## src/rtl/wide_add_sequencer.sv

```systemverilog
`default_nettype none
// ============================================================================
// Module   : wide_add_sequencer
// Streams multi-word operands LSW-first through an external 16-bit adder slice
// Revision : 1.0
// ============================================================================
module wide_add_sequencer #(
    parameter int MAX_WORDS = 8,
    parameter int CNT_W     = 8
) (
    input  logic             clk,
    input  logic             rst_n,
    input  logic             in_valid,
    output logic             in_ready,
    input  logic [15:0]      in_a,
    input  logic [15:0]      in_b,
    input  logic             in_sub,
    input  logic             in_last,
    output logic [15:0]      ADD_X,
    output logic [15:0]      ADD_Y,
    output logic             ADD_CIN,
    input  logic [15:0]      ADD_SUM,
    input  logic             ADD_COUT,
    output logic             out_valid,
    input  logic             out_ready,
    output logic [15:0]      out_sum,
    output logic             out_last,
    output logic             out_cout,
    output logic             out_ovf,
    output logic             out_err,
    output logic [CNT_W-1:0] out_idx
);

    localparam logic [0:0]       c_idle    = 1'b0;
    localparam logic [0:0]       c_busy    = 1'b1;
    localparam logic [CNT_W-1:0] c_cnt_max = CNT_W'(MAX_WORDS - 1);

    logic [0:0]       r_state;
    logic [0:0]       w_state_nxt;
    logic             r_carry;
    logic             r_sub;
    logic [CNT_W-1:0] r_cnt;
    logic             w_accept;
    logic             w_sub_eff;
    logic             w_at_max;
    logic             w_last_eff;

    assign w_accept   = in_valid & in_ready;
    assign w_at_max   = (r_cnt == c_cnt_max);
    assign w_last_eff = in_last | w_at_max;

    // State register
    always_ff @(posedge clk or negedge rst_n) begin
        if (!rst_n) begin
            r_state <= c_idle;
        end else begin
            r_state <= w_state_nxt;
        end
    end

    // Next-state logic: any last word (explicit or forced) closes the operation
    always_comb begin
        w_state_nxt = r_state;
        if (w_accept) begin
            w_state_nxt = w_last_eff ? c_idle : c_busy;
        end
    end

    // Output logic: adder drive and upstream ready
    always_comb begin
        in_ready  = !out_valid | out_ready;
        w_sub_eff = (r_state == c_idle) ? in_sub : r_sub;
        ADD_X     = in_a;
        ADD_Y     = in_b ^ {16{w_sub_eff}};
        ADD_CIN   = (r_state == c_idle) ? w_sub_eff : r_carry;
    end

    always_ff @(posedge clk or negedge rst_n) begin
        if (!rst_n) begin
            out_valid <= 1'b0;
            out_sum   <= '0;
            out_last  <= 1'b0;
            out_cout  <= 1'b0;
            out_ovf   <= 1'b0;
            out_err   <= 1'b0;
            out_idx   <= '0;
            r_carry   <= 1'b0;
            r_sub     <= 1'b0;
            r_cnt     <= '0;
        end else if (w_accept) begin
            out_valid <= 1'b1;
            out_sum   <= ADD_SUM;
            out_idx   <= r_cnt;
            out_last  <= w_last_eff;
            out_err   <= w_at_max & !in_last;
            out_cout  <= w_last_eff & ADD_COUT;
            // Signed overflow: operands agree in sign, result disagrees
            out_ovf   <= w_last_eff & (in_a[15] == ADD_Y[15]) & (ADD_SUM[15] != in_a[15]);
            r_carry   <= ADD_COUT;
            r_sub     <= w_sub_eff;
            r_cnt     <= w_last_eff ? '0 : r_cnt + 1'b1;
        end else if (out_ready) begin
            out_valid <= 1'b0;
        end
    end

endmodule
`default_nettype wire

```

## config.mk

```make
export PLATFORM = sky130hd
export DESIGN_NAME = wide_add_sequencer
export DESIGN_NICKNAME = d
export VERILOG_FILES = /design/src/rtl/wide_add_sequencer.sv
export SDC_FILE = /design/constraint.sdc
export NUM_CORES = 1
export LEC_CHECK = 0
export CAP_MARGIN = 40
export CORE_MARGIN = 5
export CORE_UTILIZATION = 37
export DETAILED_ROUTE_END_ITERATION = 7
export GPL_TIMING_DRIVEN = 0
export PLACE_DENSITY = 0.84
export REMOVE_ABC_BUFFERS = 1
export SLEW_MARGIN = 15
export SYNTH_ARGS = -nofsm -noshare
export SYNTH_HDL_FRONTEND = slang
export SYNTH_SLANG_ARGS = --single-unit
```

## constraint.sdc

```tcl
create_clock -name clk -period 2.1 [get_ports clk]
set_input_delay 0.315 -clock clk [delete_from_list [all_inputs] [get_ports clk]]
set_output_delay 0.315 -clock clk [all_outputs]
set_load 0.02 [all_outputs]
```

==> results of run 1 <==
flip-flops by register name, summed over array words and instances (netlist names):
register   cells
out_ovf        1
out_idx        8
out_last       1
out_err        1
out_cout       1
out_sum       16
r_state        1
r_cnt          8
r_sub          1
r_carry        1
out_valid      1
worst paths after layout:
kind,startpoint,endpoint,slack (ns),cells after the start
setup / recovery,r_state,ADD_Y[9],0.12,4
hold / removal,rst_n,r_cnt[4],0.41,2
setup reg to reg,out_valid,r_cnt[5],0.29,4
hold reg to reg,out_sum[1],out_sum[1],0.47,2
max in group asynchronous,rst_n,out_sum[6],1.24,3
min in group clk,out_sum[1],out_sum[1],0.47,2
logic make-up after synthesis:
kind of cell             share of synthesized area
XOR/XNOR                                    0.0715
AND/OR/NAND/NOR                              0.234
adder cells (fa/ha/maj)                    0.00638
flip-flops                                   0.511
multiplexers                                0.0223
AO/OA/AOI/OAI                               0.0702
buffers and inverters                       0.0855
power by group through the flow:
stage	logic [mW]	clock network [mW]	registers [mW]
finish	0.824	0.659	0.954
global route	0.895	0.721	0.970
CTS	0.839	0.685	0.954
detailed placement	0.861	0	0.970
global placement	0.838	0	0.964
floorplan	0.327	0	1.05
synthesized netlist by cell type, drive strengths merged, types with 2 or more instances:
master	number
nand3	2
xnor2	16
and3	2
mux2i	2
nand2	87
nor2	4
o21ai	9
nand2b	2
buf	21
nor2b	5
clkbuf	5
o31ai	6
and2	2
a21oi	2
dfrtp	40
worst max-delay path, delay by kind of cell (launching register included):
kind	cells	cell delay (ns)
flops	1	0.44
mux	1	0.29
buf+inv	2	0.54
xor+xnor	1	0.11
repair_timing:
action                     4_1_cts  5_1_grt
hold buffers                     1        0
setup endpoints to repair       20        3
hold endpoints to repair         9        0
buffers inserted                 2        0
gates resized for setup         17        4
per-layer routing:
layer	up-vias	GRT usage	wire length, um
met5	-	0.0250	0
met3	5	0.0821	501
met4	0	0.0343	32
met2	60	0.240	2500
met1	759	0.167	1830
li1	819	-	-
layout make-up:
cell class | count | area, um2
repair buffers | 92 | 917
clock buffers | 6 | 82.6
well taps | 70 | 87.6
clock inverters | 2 | 38.8
multi-input cells | 150 | 800
flip-flops and latches | 40 | 1000
fillers | 520 | 2210
metrics by stage:
step	utilization	TNS (ns)	hold WS [ns]	instance area (um2)	instances
after global routing	0.569	0	0.444	2930	360
after CTS	0.570	0	0.407	2930	360
final	0.569	0	0.409	2930	360
after floorplan	-	-0.530	0.0194	1790	190
after detailed placement	0.542	-8.90	0.203	2780	349
after global placement	0.535	-27.52	0.457	2750	347
==> summary.md, run 1 <==
| Metric | Value |
|---|---|
| DR vias/cell | approximately 4.6 |
| Max-cap violation count | 0 |
| Maximum fanout along the worst path | 5 |
| Number of buffers added on ports | 87 |
| Ranking of synthesized cells by area | dfrtp_1 51%, nand2_1 17%, xnor2_1 7.1% |
| Post-synthesis sequential area ratio | 0.511 |
| Synth async-reset ratio | 1.00 |
| Maximum buffer depth of the clock tree | 2 |
| Sw Ratio | 0.318 |
| Antenna diodes | 0 |
| Vias in the first global route | roughly 1600 |
| Last weighted congestion value of the routability-driven placer | 0.704 |
| Biggest cell delay along the critical path | 0.44 ns |
| Type of the setup path with the least slack | reg -> out |
| Power Total | about 2.4 mW |
| Internal power summed over all cells | roughly 1.7 mW |
| Top_reg_cell synth | dfrtp_1 |
| Post-layout nets | 345 |
| Mapped cell area | 1960 um2 |
| Worst ir drop on vdd | 390 uV |
| Root buffer cell | clkbuf_8 |
| Leading cell types in the layout, fill and taps excluded | 86 x nand2_1, 70 x clkdlybuf4s50_1, 40 x dfrtp_1, 16 x xnor2_1, 13 x dlygate4sd2_1 |
| TritonCTS clock tree | built |
| Max Clk Rate | 0.504 GHz |
| Shortest period the worst path allows | ~2.0 ns |
| Synthesized instance count | 216 |
| Number of top-level pins | 118 |
| Count of flip-flops with a built-in enable after synthesis | 0 |
| Leading cell type in the layout, fill and taps excluded | nand2_1 |
| Final cycle utilization of the critical path | 0.945 |
| Level count of the clock H-tree | 2 |
| Number of warning messages in the yosys log | 0 |
| Startpoint types | register |
| First DRT Iteration DRCs | ~120 |
| Share of power burned in combinational logic | 0.338 |
| Number of placement rows | 26 |
| Clock network fraction of design power | 0.270 |
| Post-place setup slack | -0.493 ns |
| Final Setup Violations | 0 |
| Number of antenna violations at the first check in global routing | 0 |
| Syn_area_per_cell | ~9 um2 |
| Residual antenna-violating net count after detailed routing | 0 |
| Die extent in y | between 80 and 90 um |
| TritonCTS Buffers | 5 |
| Series of cell instances along the critical path | mux2i_4 > buf_4 > xnor2_1 > dlygate4sd2_1 |
| Share of post-route cells with drive strength above 1 | 0.0655 |
| Leakage component of the power | approximately 1.3 nW |
| Power per cell area | about 830 nW/um2 |
| WP data required | around 1.8 ns |
| Status | finished, final reports clean |
| Max Slew Vio Count | 0 |
| Source-to-sink clock delay at the later pin of the worst-skew pair | roughly 0.30 ns |
| Worst-Margin Slew | roughly 0.6 ns |
| Area enclosed by the die boundary | slightly below 7000 um2 |
| DRT Wirelength | just under 5000 um |
| First-pass GRT wire length | about 7700 um |
| Final setup margin | ~0.12 ns |
| Distinct cell type count after synthesis | 31 |
| Data arrival time of the critical path | about 1.7 ns |
| Leading area contributor after synthesis | dfrtp_1 |
| Maximum number of pins on one net before global-route repair | 43 |
| Max stage delay cell, worst path | dfrtp_1 |
| Synthesis-to-layout area growth | 49.3% |
| Post-DP HPWL | 3690 um |
| Hold Crit Class | in -> async |
| Clock Pin Slew Worst Setup and Hold Paths | ~0.090 ns |
| Number of sinks handled by clock tree synthesis | 40 |
| Number of design rule violations left after detail routing | 0 |
| Die boundary width | ~83 um |
| Global-route congestion overflow total | 0 |
| Critical Path End Type | primary output |
| Number of hold-slack violations in the final timing report | 0 |
| Top-area cell type share of the netlist area | 0.511 |
| Initial DRT Pass Iterations | 4 |
| Number of register bits inferred by synthesis | 40 |
| Mean routed wirelength per cell | around 14 um |
| Share of total power in sequential cells | 0.391 |
| Vias | roughly 1600 |
| Core area | just over 5000 um2 |
| Setup repair after global routing missed its margin | no |
| Tightest slew margin relative to the limit | 0.602 |
| Net switching power | around 0.77 mW |
| Starting utilization of the core area | 0.381 |
| Setup clock skew after layout | approximately 0.012 ns |
| Total global-route track usage | 0.147 |
(Power assumes the default switching activity.)
==> run 2, diff against run 1 <==
- GPL_ROUTABILITY_DRIVEN: default -> 0
==> results of run 2 <==
The final DEF is identical to that of run 1; final timing and power are the same.
